$ cat config.mk
export PLATFORM = sky130hd
export DESIGN_NAME = uart_rx_frame_flat
export DESIGN_NICKNAME = d
export VERILOG_FILES = /design/src/rtl/uart_rx_frame_if.sv /design/src/rtl/uart_rx_frame.sv /design/src/flat_wrapper.sv
export SDC_FILE = /design/constraint.sdc
export NUM_CORES = 1
export LEC_CHECK = 0
export BUFFER_PORTS_ARGS = -buffer_cell sky130_fd_sc_hd__buf_4
export CAP_MARGIN = 20
export CORE_AREA = 3 3 80 82
export DETAILED_ROUTE_END_ITERATION = 16
export DIE_AREA = 0 0 83 85
export GPL_TIMING_DRIVEN = 0
export HOLD_SLACK_MARGIN = 0.02
export PLACE_DENSITY = 0.61
export SYNTH_ARGS = -nofsm -noshare
export SYNTH_HDL_FRONTEND = slang
export SYNTH_SLANG_ARGS = --single-unit
$ cat constraint.sdc
create_clock -name clk -period 3 [get_ports clk]
set_clock_uncertainty 0.15 [all_clocks]
set_input_delay 0.3 -clock clk [delete_from_list [all_inputs] [get_ports clk]]
set_output_delay 0.3 -clock clk [all_outputs]
set_load 0.05 [all_outputs]
$ cat src/rtl/uart_rx_frame_if.sv
// Receive-side valid/ready handshake for uart_rx_frame.
// The master drives the received word and its status; the slave (FIFO or
// register block) returns rx_ready.
interface uart_rx_frame_if #(
    parameter int DATA_MAX = 9
);
    logic [DATA_MAX-1:0] rx_data;
    logic                rx_valid;
    logic                rx_ready;
    logic [1:0]          rx_status;   // {parity_err, framing_err}

    modport master (
        output rx_data,
        output rx_valid,
        output rx_status,
        input  rx_ready
    );

    modport slave (
        input  rx_data,
        input  rx_valid,
        input  rx_status,
        output rx_ready
    );
endinterface

$ cat src/rtl/uart_rx_frame.sv
// uart_rx_frame: oversampling UART receiver with majority filter, 5..9 data
// bits, optional parity and 1 or 2 stop bits. Each frame is presented with
// its error status on a valid/ready interface.
//
// Optional build macro UART_RX_BREAK_EN: adds a break_det pulse output and
// swallows break frames (all-zero data with a framing error) instead of
// delivering them.
module uart_rx_frame #(
    parameter int OVERSAMPLE  = 16,
    parameter int DATA_MAX    = 9,
    parameter int FILTER_TAPS = 3
) (
    input  logic                   clk,
    input  logic                   reset,
    input  logic                   baud_tick,
    input  logic                   rx,
    input  logic [3:0]             cfg_data_bits,
    input  logic                   cfg_parity_en,
    input  logic                   cfg_parity_odd,
    input  logic                   cfg_stop2,
    uart_rx_frame_if.master        rx_if,
    output logic                   overflow,
    input  logic                   clear_overflow,
    output logic                   rx_idle
`ifdef UART_RX_BREAK_EN
    ,
    output logic                   break_det
`endif
);

    localparam int TW = (OVERSAMPLE > 1) ? $clog2(OVERSAMPLE) : 1;
    localparam logic [TW-1:0] T_MID  = TW'(OVERSAMPLE / 2 - 1);
    localparam logic [TW-1:0] T_LAST = TW'(OVERSAMPLE - 1);

    typedef enum logic [2:0] {
        S_IDLE,
        S_START,
        S_DATA,
        S_PARITY,
        S_STOP1,
        S_STOP2
    } state_t;

    // Receive state machine and sampling
    state_t                 state_q, state_d;
    logic [TW-1:0]          tcnt_q, tcnt_d;
    logic [3:0]             bitcnt_q, bitcnt_d;
    logic [FILTER_TAPS-1:0] taps_q, taps_d;
    logic [2:0]             ones;
    logic                   rx_f;

    // Per-frame configuration shadow
    logic [3:0]             nbits_q, nbits_d;
    logic                   par_en_q, par_en_d;
    logic                   par_odd_q, par_odd_d;
    logic                   stop2_q, stop2_d;
    logic [3:0]             cfg_bits_norm;

    // Frame assembly
    logic [DATA_MAX-1:0]    shift_q, shift_d;
    logic                   par_acc_q, par_acc_d;
    logic                   perr_q, perr_d;
    logic                   ferr_q, ferr_d;
    logic                   done_q, done_d;
    // Set once the filtered line has been seen high in IDLE; a break leaves
    // it clear so a held-low line cannot retrigger a start.
    logic                   armed_q, armed_d;

    // Output holding stage
    logic [DATA_MAX-1:0]    data_q, data_d;
    logic [1:0]             status_q, status_d;
    logic                   valid_q, valid_d;
    logic                   overflow_q, overflow_d;
    logic                   is_break, push, ovf_set;
`ifdef UART_RX_BREAK_EN
    logic                   break_q, break_d;
`endif

    // Majority filter over the last FILTER_TAPS oversamples of rx
    always_comb begin
        // NOTE: every signal written here gets a default first, so no latch is inferred.
        ones = '0;
        for (int i = 0; i < FILTER_TAPS; i++) begin
            ones = ones + {2'b00, taps_q[i]};
        end
        rx_f   = (ones > 3'(FILTER_TAPS / 2));
        taps_d = baud_tick ? ((taps_q << 1) | FILTER_TAPS'(rx)) : taps_q;
    end

    // Out-of-range data lengths fall back to 8 bits
    always_comb begin
        cfg_bits_norm = ((cfg_data_bits >= 4'd5) && (cfg_data_bits <= 4'd9))
                      ? cfg_data_bits : 4'd8;
    end

    // Next-state and frame datapath; everything advances on baud_tick only
    always_comb begin
        state_d   = state_q;
        tcnt_d    = tcnt_q;
        bitcnt_d  = bitcnt_q;
        nbits_d   = nbits_q;
        par_en_d  = par_en_q;
        par_odd_d = par_odd_q;
        stop2_d   = stop2_q;
        shift_d   = shift_q;
        par_acc_d = par_acc_q;
        perr_d    = perr_q;
        ferr_d    = ferr_q;
        armed_d   = armed_q;
        done_d    = 1'b0;

        if (baud_tick) begin
            tcnt_d = (tcnt_q == T_LAST) ? '0 : tcnt_q + TW'(1);

            case (state_q)
                S_IDLE: begin
                    if (rx_f) begin
                        armed_d = 1'b1;
                    end else if (armed_q) begin
                        state_d   = S_START;
                        nbits_d   = cfg_bits_norm;
                        par_en_d  = cfg_parity_en;
                        par_odd_d = cfg_parity_odd;
                        stop2_d   = cfg_stop2;
                    end
                end

                S_START: begin
                    if (tcnt_q == T_MID) begin
                        if (!rx_f) begin
                            // Frame is real: clear the assembly registers here
                            // so a completion still being unloaded is untouched.
                            state_d   = S_DATA;
                            shift_d   = '0;
                            bitcnt_d  = '0;
                            par_acc_d = 1'b0;
                            perr_d    = 1'b0;
                            ferr_d    = 1'b0;
                        end else begin
                            state_d = S_IDLE;
                        end
                    end
                end

                S_DATA: begin
                    if (tcnt_q == T_LAST) begin
                        for (int i = 0; i < DATA_MAX; i++) begin
                            if (bitcnt_q == 4'(i)) begin
                                shift_d[i] = rx_f;
                            end
                        end
                        par_acc_d = par_acc_q ^ rx_f;
                        bitcnt_d  = bitcnt_q + 4'd1;
                        if (bitcnt_q == nbits_q - 4'd1) begin
                            state_d = par_en_q ? S_PARITY : S_STOP1;
                        end
                    end
                end

                S_PARITY: begin
                    if (tcnt_q == T_LAST) begin
                        perr_d  = ((par_acc_q ^ rx_f) != par_odd_q);
                        state_d = S_STOP1;
                    end
                end

                S_STOP1: begin
                    if (tcnt_q == T_LAST) begin
                        ferr_d = ~rx_f;
                        if (stop2_q) begin
                            state_d = S_STOP2;
                        end else begin
                            state_d = S_IDLE;
                            done_d  = 1'b1;
                            if (!rx_f) armed_d = 1'b0;
                        end
                    end
                end

                S_STOP2: begin
                    if (tcnt_q == T_LAST) begin
                        ferr_d  = ferr_q | ~rx_f;
                        state_d = S_IDLE;
                        done_d  = 1'b1;
                        if (ferr_q || !rx_f) armed_d = 1'b0;
                    end
                end

                default: state_d = S_IDLE;
            endcase

            if (state_d != state_q) begin
                tcnt_d = '0;
            end
        end
    end

    // Output stage: deliver completed frames, handle handshake and overflow
    always_comb begin
`ifdef UART_RX_BREAK_EN
        is_break = done_q && (shift_q == '0) && ferr_q;
        break_d  = is_break;
`else
        is_break = 1'b0;
`endif
        push     = done_q && !is_break;
        valid_d  = valid_q;
        data_d   = data_q;
        status_d = status_q;
        ovf_set  = 1'b0;

        if (valid_q && rx_if.rx_ready) begin
            valid_d = 1'b0;
        end
        if (push) begin
            if (!valid_q || rx_if.rx_ready) begin
                valid_d  = 1'b1;
                data_d   = shift_q;
                status_d = {perr_q, ferr_q};
            end else begin
                ovf_set = 1'b1;
            end
        end

        overflow_d = clear_overflow ? 1'b0 : (overflow_q | ovf_set);
    end

    // State and datapath registers
    always_ff @(posedge clk or posedge reset) begin
        // NOTE: sequential state is updated with non-blocking assignments only.
        if (reset) begin
            state_q    <= S_IDLE;
            tcnt_q     <= '0;
            bitcnt_q   <= '0;
            taps_q     <= '1;
            nbits_q    <= 4'd8;
            par_en_q   <= 1'b0;
            par_odd_q  <= 1'b0;
            stop2_q    <= 1'b0;
            shift_q    <= '0;
            par_acc_q  <= 1'b0;
            perr_q     <= 1'b0;
            ferr_q     <= 1'b0;
            done_q     <= 1'b0;
            armed_q    <= 1'b0;
            data_q     <= '0;
            status_q   <= '0;
            valid_q    <= 1'b0;
            overflow_q <= 1'b0;
`ifdef UART_RX_BREAK_EN
            break_q    <= 1'b0;
`endif
        end else begin
            state_q    <= state_d;
            tcnt_q     <= tcnt_d;
            bitcnt_q   <= bitcnt_d;
            taps_q     <= taps_d;
            nbits_q    <= nbits_d;
            par_en_q   <= par_en_d;
            par_odd_q  <= par_odd_d;
            stop2_q    <= stop2_d;
            shift_q    <= shift_d;
            par_acc_q  <= par_acc_d;
            perr_q     <= perr_d;
            ferr_q     <= ferr_d;
            done_q     <= done_d;
            armed_q    <= armed_d;
            data_q     <= data_d;
            status_q   <= status_d;
            valid_q    <= valid_d;
            overflow_q <= overflow_d;
`ifdef UART_RX_BREAK_EN
            break_q    <= break_d;
`endif
        end
    end

    assign rx_if.rx_data   = data_q;
    assign rx_if.rx_status = status_q;
    assign rx_if.rx_valid  = valid_q;
    assign overflow        = overflow_q;
    assign rx_idle         = (state_q == S_IDLE);
`ifdef UART_RX_BREAK_EN
    assign break_det       = break_q;
`endif

endmodule
$ cat src/flat_wrapper.sv
// flat-port wrapper written by rule: the top's interface ports become plain ports
module uart_rx_frame_flat 
#(
    parameter int OVERSAMPLE  = 16,
    parameter int DATA_MAX    = 9,
    parameter int FILTER_TAPS = 3
)
  (clk, reset, baud_tick, rx, cfg_data_bits, cfg_parity_en, cfg_parity_odd, cfg_stop2, overflow, clear_overflow, rx_idle, rx_if_rx_data, rx_if_rx_valid, rx_if_rx_status, rx_if_rx_ready);
  uart_rx_frame_if #(.DATA_MAX(DATA_MAX)) rx_if_i ();
  input  logic clk;
  input  logic reset;
  input  logic baud_tick;
  input  logic rx;
  input  logic [3:0] cfg_data_bits;
  input  logic cfg_parity_en;
  input  logic cfg_parity_odd;
  input  logic cfg_stop2;
  output logic overflow;
  input  logic clear_overflow;
  output logic rx_idle;
  output wire logic [$bits(rx_if_i.rx_data)-1:0] rx_if_rx_data;
  output wire logic [$bits(rx_if_i.rx_valid)-1:0] rx_if_rx_valid;
  output wire logic [$bits(rx_if_i.rx_status)-1:0] rx_if_rx_status;
  input wire logic [$bits(rx_if_i.rx_ready)-1:0] rx_if_rx_ready;
  assign rx_if_rx_data = rx_if_i.rx_data;
  assign rx_if_rx_valid = rx_if_i.rx_valid;
  assign rx_if_rx_status = rx_if_i.rx_status;
  assign rx_if_i.rx_ready = rx_if_rx_ready;
  uart_rx_frame #(.OVERSAMPLE(OVERSAMPLE), .DATA_MAX(DATA_MAX), .FILTER_TAPS(FILTER_TAPS)) u_core (.clk(clk), .reset(reset), .baud_tick(baud_tick), .rx(rx), .cfg_data_bits(cfg_data_bits), .cfg_parity_en(cfg_parity_en), .cfg_parity_odd(cfg_parity_odd), .cfg_stop2(cfg_stop2), .rx_if(rx_if_i), .overflow(overflow), .clear_overflow(clear_overflow), .rx_idle(rx_idle));
endmodule
======== After elaboration in Yosys (flattened, before gate mapping) ========
Index checks and enable logic that the tools add are counted.
storage, ports and cells
  flip-flop bits (word level) ............. 48
operators by class
  add/subtract/negate cells ............... 5
  $lt $le $gt $ge ......................... 3
  equal/unequal tests ..................... 37
  multiplexer cells ....................... 59
  bitwise logic cells ..................... 5
  reduce and logical (&&, ||, !) cells .... 27
operators by type and width
  cell                                                   count
  AND reduction 6 bit                                    10
  two-way mux 3 bit                                      11
  inequality test 2 x 1 -> 1 bit, second input constant  16
  two-way mux 1 bit                                      30
  two-way mux 9 bit                                      3
  two-way mux 4 bit                                      6
  equality test 4 x 3 -> 1 bit, second input constant    5
  case mux 3 bit (6 select lines)                        1
  case mux 9 bit (2 select lines)                        1
  AND reduction 5 bit                                    2
  adder 4 x 1 -> 4 bit, second input constant            2
  equality test 4 x 2 -> 1 bit, second input constant    2
  equality test 4 bit, second input constant             2
  case mux 4 bit (2 select lines)                        1
  AND reduction 8 bit                                    1
  equality test 3 x 2 -> 1 bit, second input constant    2
  equality test 3 bit, second input constant             2
  inequality test 2 bit, second input constant           3
  case mux 1 bit (2 select lines)                        3
  case mux 1 bit (3 select lines)                        2
  nonzero test 3 bit                                     2
  equality test 4 x 1 -> 1 bit, second input constant    1
  equality test 4 bit                                    1
  >= comparator 4 x 3 -> 1 bit, second input constant    1
  21 further kinds                                       26

======== Longest topological paths before layout ========
Gate-level depths: netlist of the first run.
  depth in word-level cells ............... 9
  mapped depth ............................ 7
  gate-level depth less buffers ........... 7

======== Worst setup path after synthesis of the first run ========
No wires, ideal clock.
  path kind ............................... reg2reg
  from .................................... register u_core.taps_q[0]
  to ...................................... register u_core.shift_q[2]
  arrival time ............................ 2.008 ns
  required time ........................... 2.722 ns
  setup slack ............................. 0.714 ns
  stages on the path, launching flop included .. 7
  buffers on the path ..................... 0
  period minus slack after synthesis ...... 2.286 ns
  path through ............................ dfstp_2 > ha_1 > a21o_1 > or4_4 > a21oi_2 > a31oi_1 > mux2_1
on the way
  longest elaborated chain between the ends .. 6
  elaborated cells on any way between the ends .. 8
  those cells by class .................... add/sub: 2; order compare: 1; eq/ne: 1; mux: 3; reduce/logical: 1
RTL lines
  element                          RTL line              RTL
  from (decl)                      uart_rx_frame.sv:48   logic [FILTER_TAPS-1:0] taps_q, taps_d;
  from (signal assigned)           uart_rx_frame.sv:257  taps_q <= taps_d;
  adder 1 x 1 -> 2 bit (*)         uart_rx_frame.sv:84   ones = ones + {2'b00, taps_q[i]};
  adder 3 x 1 -> 3 bit (*)         uart_rx_frame.sv:84
  > comparator 3 x 1 -> 1 bit (*)  uart_rx_frame.sv:86   rx_f = (ones > 3'(FILTER_TAPS / 2));
  two-way mux 1 bit                uart_rx_frame.sv:148  if (bitcnt_q == 4'(i)) begin
  two-way mux 9 bit                uart_rx_frame.sv:146  if (tcnt_q == T_LAST) begin
  case mux 9 bit (2 select lines)  uart_rx_frame.sv:115  case (state_q)
  to (signal assigned)             uart_rx_frame.sv:262  shift_q <= shift_d;
  to (decl)                        uart_rx_frame.sv:60   logic [DATA_MAX-1:0] shift_q, shift_d;
Mark *: on every way between the ends. The rest lies on a longest branch, timed or not. The select of a mux whose other input is x is not followed.
A chain may end at the register's enable or synchronous reset.

======== Worst setup path after layout of the first run ========
  from .................................... register u_core.taps_q[0]
  to ...................................... register u_core.tcnt_q[3]
on the way
  longest elaborated chain between the ends .. 9
  elaborated cells on any way between the ends .. 10
  those cells by class .................... add/sub: 2; order compare: 1; eq/ne: 1; mux: 6
RTL lines
  element                              RTL line              RTL
  adder 1 x 1 -> 2 bit (*)             uart_rx_frame.sv:84
  adder 3 x 1 -> 3 bit (*)             uart_rx_frame.sv:84
  > comparator 3 x 1 -> 1 bit (*)      uart_rx_frame.sv:86
  two-way mux 2 bit                    uart_rx_frame.sv:130  if (!rx_f) begin
  two-way mux 3 bit                    uart_rx_frame.sv:129  if (tcnt_q == T_MID) begin
  case mux 3 bit (6 select lines) (*)  uart_rx_frame.sv:115
  two-way mux 3 bit (*)                uart_rx_frame.sv:112  if (baud_tick) begin
  inequality test 3 bit (*)            uart_rx_frame.sv:192  if (state_d != state_q) begin
  two-way mux 4 bit (*)                uart_rx_frame.sv:192
  to (signal assigned)                 uart_rx_frame.sv:255  tcnt_q <= tcnt_d;
  to (decl)                            uart_rx_frame.sv:46   logic [TW-1:0] tcnt_q, tcnt_d;
Marked as above.

==> results of run 1 <==
-- metal layers --
metal	track usage (%)	vias to the layer above
li1	-	1007
met1	21.9	991
met2	26.7	43
met3	2.82	13
met4	6.24	0
met5	0	-
-- per-stage QoR --
stage          utilization, %  cell area (um2)  total power [mW]
2_1_floorplan               -             2570              1.48
3_3_place_gp             49.1             2860              1.66
3_5_place_dp             49.5             2880              1.67
4_1_cts                  51.7             3000              2.15
5_1_grt                  51.7             3000              2.30
6_report                 51.7             3000              2.13
-- worst max-delay path, delay by kind of cell, from the launching register on --
kind | cells | cell delay (ns)
DFF | 1 | 0.55
adders and majority gates | 1 | 0.24
AOI/OAI and AO/OA | 5 | 1.47
-- path summary, 6_finish.rpt --
path | slack, ns | endpoint | start | cells past startpoint
max | 0.48 | u_core.tcnt_q[3]$_DFFE_PP0P_ | u_core.taps_q[0]$_DFFE_PP1P_ | 6
min | 0.03 | u_core.par_odd_q$_DFFE_PP0P_ | cfg_parity_odd | 3
max reg2reg | 0.48 | u_core.tcnt_q[3]$_DFFE_PP0P_ | u_core.taps_q[0]$_DFFE_PP1P_ | 6
min reg2reg | 0.34 | u_core.stop2_q$_DFFE_PP0P_ | u_core.stop2_q$_DFFE_PP0P_ | 2
max in group asynchronous | 1.81 | u_core.shift_q[3]$_DFFE_PP0P_ | reset | 4
min in group asynchronous | 0.39 | u_core.tcnt_q[2]$_DFFE_PP0P_ | reset | 3
-- final cells by class --
type	count	area, um2
Multi-Input combinational cell	191	1260
Clock buffer	6	72.6
Timing Repair Buffer	29	235
Tap cell	75	93.8
Clock inverter	2	35.0
Sequential cell	48	1210
Inverter	11	41.3
Fill cell	558	2810
Buffer	11	63.8
-- sequential cells by signal, summed over array words and instances, names as in the netlist --
register / count
u_core.ferr_q: 1
u_core.taps_q: 3
u_core.perr_q: 1
u_core.stop2_q: 1
u_core.rx_if.rx_data: 9
u_core.par_acc_q: 1
u_core.nbits_q: 4
u_core.shift_q: 9
u_core.done_q: 1
u_core.par_en_q: 1
u_core.armed_q: 1
u_core.rx_if.rx_valid: 1
u_core.state_q: 3
u_core.par_odd_q: 1
u_core.overflow: 1
u_core.tcnt_q: 4
u_core.bitcnt_q: 4
u_core.rx_if.rx_status: 2
-- power by group through the flow --
stage | logic [mW] | clock network, mW | registers [mW]
floorplan | 0.634 | 0 | 0.850
global placement | 0.786 | 0 | 0.871
detailed placement | 0.798 | 0 | 0.873
CTS | 0.809 | 0.475 | 0.862
global route | 0.914 | 0.499 | 0.884
finish | 0.810 | 0.458 | 0.863
-- Yosys cell counts, types with 2 or more instances --
cell / instances / share of area (%)
a32o_1: 2 / 0.78
dfrtp_1: 44 / 43
xor2_1: 3 / 1.0
nor3_1: 8 / 1.6
nand2_1: 32 / 4.7
and3_1: 4 / 0.97
nor2b_1: 3 / 0.73
ha_1: 7 / 3.4
nand3_1: 10 / 1.9
a21oi_1: 9 / 1.8
a31oi_1: 5 / 1.2
o211ai_1: 4 / 1.2
dfstp_2: 4 / 4.1
a32oi_1: 2 / 0.68
buf_6: 3 / 1.3
nor3b_1: 3 / 0.88
xnor2_1: 5 / 1.7
o31ai_1: 3 / 0.88
nand4_1: 2 / 0.49
a22oi_1: 2 / 0.58
mux2_1: 2 / 0.88
nand2b_1: 3 / 0.73
inv_1: 11 / 1.6
a21o_1: 2 / 0.58
mux2_2: 15 / 6.6
nor2_1: 18 / 2.6
o21ai_0: 26 / 5.1
a41oi_1: 2 / 0.68
clkbuf_1: 8 / 1.2
and2_1: 2 / 0.49
-- cells by family (layout without fill, tap and decap cells) --
logic type	after synthesis	count (layout)	synth area share (%)
AO/OA/AOI/OAI	66	66	16.5
flip-flops	48	48	47.0
AND/OR/NAND/NOR	92	92	17.9
buffers and inverters	22	59	4.09
XOR/XNOR	9	9	3.65
adder cells (fa/ha/maj)	7	7	3.41
multiplexers	17	17	7.46
==> reports/metrics.cfg, run 1 <==
[outcome]
status=completed

[finish]
antenna_cells=0
syn2layout_area_growth_pct=17.0
layout_commonest_cell=dfrtp_1
finalNetCount=317
layout-drive-gt1-share_pct=22.1
most-common-layout-cells=dfrtp_1 (44), nand2_1 (32), o21ai_0 (26), buf_4 (26), nor2_1 (18)
instances_no_fill=373

[clock_network]
cts_sinks=48
cts_buffers=5
worstSkewPairLatency_ns=0.30
post-cts-setup-buffer-count=0
cts_resized=0
cts_hold_buf=2
cts_tree=built
clk_pin_slew_worst_paths_ns=0.09
cts-htree-levels=2
cts_root_buf=clkbuf_8
cts_buffer_depth=2

[timing]
tns_ns=0
worst_pin_slew_ns=0.698
holdWs_ns=0.0261
rsz0062_at_grt=false
fmax_ghz=0.396
setup_ws_ns=0.478
period_share_pct=84.1
relSlewSlack_pct=53.5
hold_viol=0
fin_crit_ns=2.52
slew_violations=0
setup_viol=0

[detailed_routing]
m1WireLength_um=2520
dr_wl_met3_um=243
dr.pass1.iters=4
routedWlPerCell_um=14.3
ant_nets=0
num_vias=2054
wl_um=5340
dr_wl_met2_um=2450
avgViaCountPerCell=5.51
dr.max_layer_used=met4
drtIter0Drc=136
drcViolationCount=0

[power_and_ir_drop]
sequentialPowerShare_pct=40.5
p_comb_share_pct=38.0
p_sw_uw=783
p_int_mw=1.35
peakVddDrop_v=0.000328
power_density_nw_per_um2=709
clkPwrFrac_pct=21.5
switching_share_pct=36.7
p_leak_nw=1.39

[grt]
grt_pass1_vias=2001
grt_first_pass_wirelength_um=9570
grt_usage_pct=16.4
grt_max_degree=32
grt_remaining_overflow=0
antenna_found_initial=0

[placement]
routabilityCongestion=0.889
dp.cells=363
place_ws_ns=0.489
io_buffers=26
hpwlAfterDp_um=3910

[synth]
async_reset_ff_share_pct=100
synth_edf_count=0
synth_nets=281
synthesis.instances=261
synth-warning-count=0
ys_types=47
syn_avg_cell_area_um2=9.84
syn_area_um2=2570
synth_flop_cell=dfrtp_1
seq_area_frac_synth_pct=47.0
synth_seq_cells=48

[floorplanning]
die_area_um2=7060
core_area_um2=5820
die_w_um=83
num_rows=28
dieHeight_um=85
io_pins=27
start_util_pct=44.1

[setup_path]
cp_slowest_cell=a21oi_1
critical_path.cell_chain=ha_1 -> a21oi_1 -> a32oi_1 -> o221a_2 -> a41oi_1 -> o21ai_0
crit_path_start_kind=register
cp-end-kind=register
critPathKind=reg -> reg
worst-path-max-fanout=7
cp_slowest_stage_delay_ns=0.58
worstPathRequired_ns=3.04
arrival_ns=2.56

[run]
cap_violations=0

[hold_path]
min_path_type=in -> reg

Power figures use the tool's default switching activity.
==> run 2: changes to the inputs <==
- clock period: 3 -> 2.5 ns (I/O delays scaled with it)
==> reports/metrics.cfg, run 2 (same netlist as run 1, synthesis figures left out) <==
[outcome]
status=completed

[power_and_ir_drop]
p_leak_nw=1.42
switching_share_pct=37.3
peakVddDrop_v=0.000395
finalPower_mw=2.61
sequentialPowerShare_pct=39.8
p_sw_uw=972
clkPwrFrac_pct=21.1
power_density_nw_per_um2=847
p_comb_share_pct=39.1
p_int_mw=1.63

[placement]
routabilityCongestion=0.889
io_buffers=26
place_ws_ns=-0.0106
hpwlAfterDp_um=3910

[finish]
layout-drive-gt1-share_pct=24.0
most-common-layout-cells=dfrtp_1 (44), nand2_1 (32), o21ai_0 (26), buf_4 (26), nor2_1 (18)
layout_commonest_cell=dfrtp_1
finalNetCount=319
fill_cells=548
antenna_cells=0
syn2layout_area_growth_pct=19.9

[timing]
worst_pin_slew_ns=0.627
fin_crit_ns=2.41
holdWs_ns=0.0357
hold_viol=0
rsz0062_at_grt=false
setup_ws_ns=0.0946
setup_viol=0
slew_violations=0
period_share_pct=96.2
relSlewSlack_pct=58.2
fmax_ghz=0.416

[floorplanning]
start_util_pct=44.1
core_area_um2=5820
num_rows=28
dieHeight_um=85
die_w_um=83
die_area_um2=7060
io_pins=27

[clock_network]
clk_pin_slew_worst_paths_ns=0.08
cts_buffer_depth=2
cts_sinks=48
cts_root_buf=clkbuf_8
worstSkewPairLatency_ns=0.30
post-cts-setup-buffer-count=0
cts_buffers=5
cts-htree-levels=2
cts_tree=built

[setup_path]
critical_path.cell_chain=ha_1 -> a21o_4 -> or4_4 -> a21oi_4 -> a31oi_1 -> mux2_1
worstPathRequired_ns=2.54
startpoint=u_core.taps_q[0]$_DFFE_PP1P_
cp_slowest_stage_delay_ns=0.55
critPathKind=reg -> reg
arrival_ns=2.44
cp_slowest_cell=dfstp_2
crit_path_start_kind=register
r2r_start=u_core.taps_q[0]$_DFFE_PP1P_
crit_buf_inv=0
cp-end-kind=register
worst-path-max-fanout=6
critPathTopFamily=compound AO/OA/AOI/OAI gates

[detailed_routing]
drtIter0Drc=158
wl_um=5370
routedWlPerCell_um=14.3
num_vias=2056
avgViaCountPerCell=5.48
dr.pass1.iters=4
ant_nets=0
drcViolationCount=0

[hold_path]
min_from=rx
min_path_type=in -> reg

[run]
cap_violations=0

[grt]
grt_first_pass_wirelength_um=9580
grt_pass1_vias=2007
grt_max_degree=32
antenna_found_initial=0
grt_usage_pct=16.4
grt_remaining_overflow=0

==> run 2: layout make-up <==
class                   instances  area [um2]  area share [%]
well taps                      75        93.8            3.05
repair buffers                 32         265            8.62
inverters                      11        41.3            1.34
clock inverters                 2        35.0            1.14
clock buffers                   6        72.6            2.36
flip-flops and latches         48        1210            39.2
plain buffers                  10        60.1            1.95
multi-input cells             191        1300            42.4
==> run 2: timing repair <==
action,CTS,global route
gates cloned,0,0
setup endpoints to repair,2,6
pin swaps,0,0
endpoints found under the hold margin,17,0
hold buffers,5,0
resized for setup,1,8
==> run 2: path summary, 6_finish.rpt <==
path	endpoint	cells past startpoint	slack (ns)
setup / recovery	u_core.shift_q[2]$_DFFE_PP0P_	6	0.09
hold / removal	u_core.taps_q[0]$_DFFE_PP1P_	2	0.04
setup reg to reg	u_core.shift_q[2]$_DFFE_PP0P_	6	0.09
hold reg to reg	u_core.stop2_q$_DFFE_PP0P_	2	0.34
max in group asynchronous	u_core.shift_q[3]$_DFFE_PP0P_	4	1.37
min in group asynchronous	u_core.tcnt_q[2]$_DFFE_PP0P_	3	0.34
==> run 2: metal layers <==
metal  track usage (%)  up-vias  wire length, um  part of all wire (%)
met5                 0        -                0                     0
met4              6.24        0               84                   1.6
met3              2.82        9              235                   4.4
met2              26.7       45             2490                    46
met1              21.9      994             2560                    48
li1                  -     1008                -                     -
==> run 2: through the flow <==
step                      instances  area [um2]  utilization (%)  TNS [ns]
after floorplan                 261        2570                -         0
after global placement          362        2860             49.1  -0.00622
after detailed placement        363        2880             49.5   -0.0106
after CTS                       376        3040             52.2         0
after global routing            375        3080             52.9         0
final                           375        3080             52.9         0
==> run 2: power by group through the flow <==
stage	Clock [mW]	Sequential [mW]	Combinational, mW
after floorplan	0	1.02	0.761
final	0.549	1.04	1.02
after global routing	0.599	1.06	1.15
after global placement	0	1.04	0.943
after detailed placement	0	1.05	0.958
after CTS	0.569	1.03	0.977
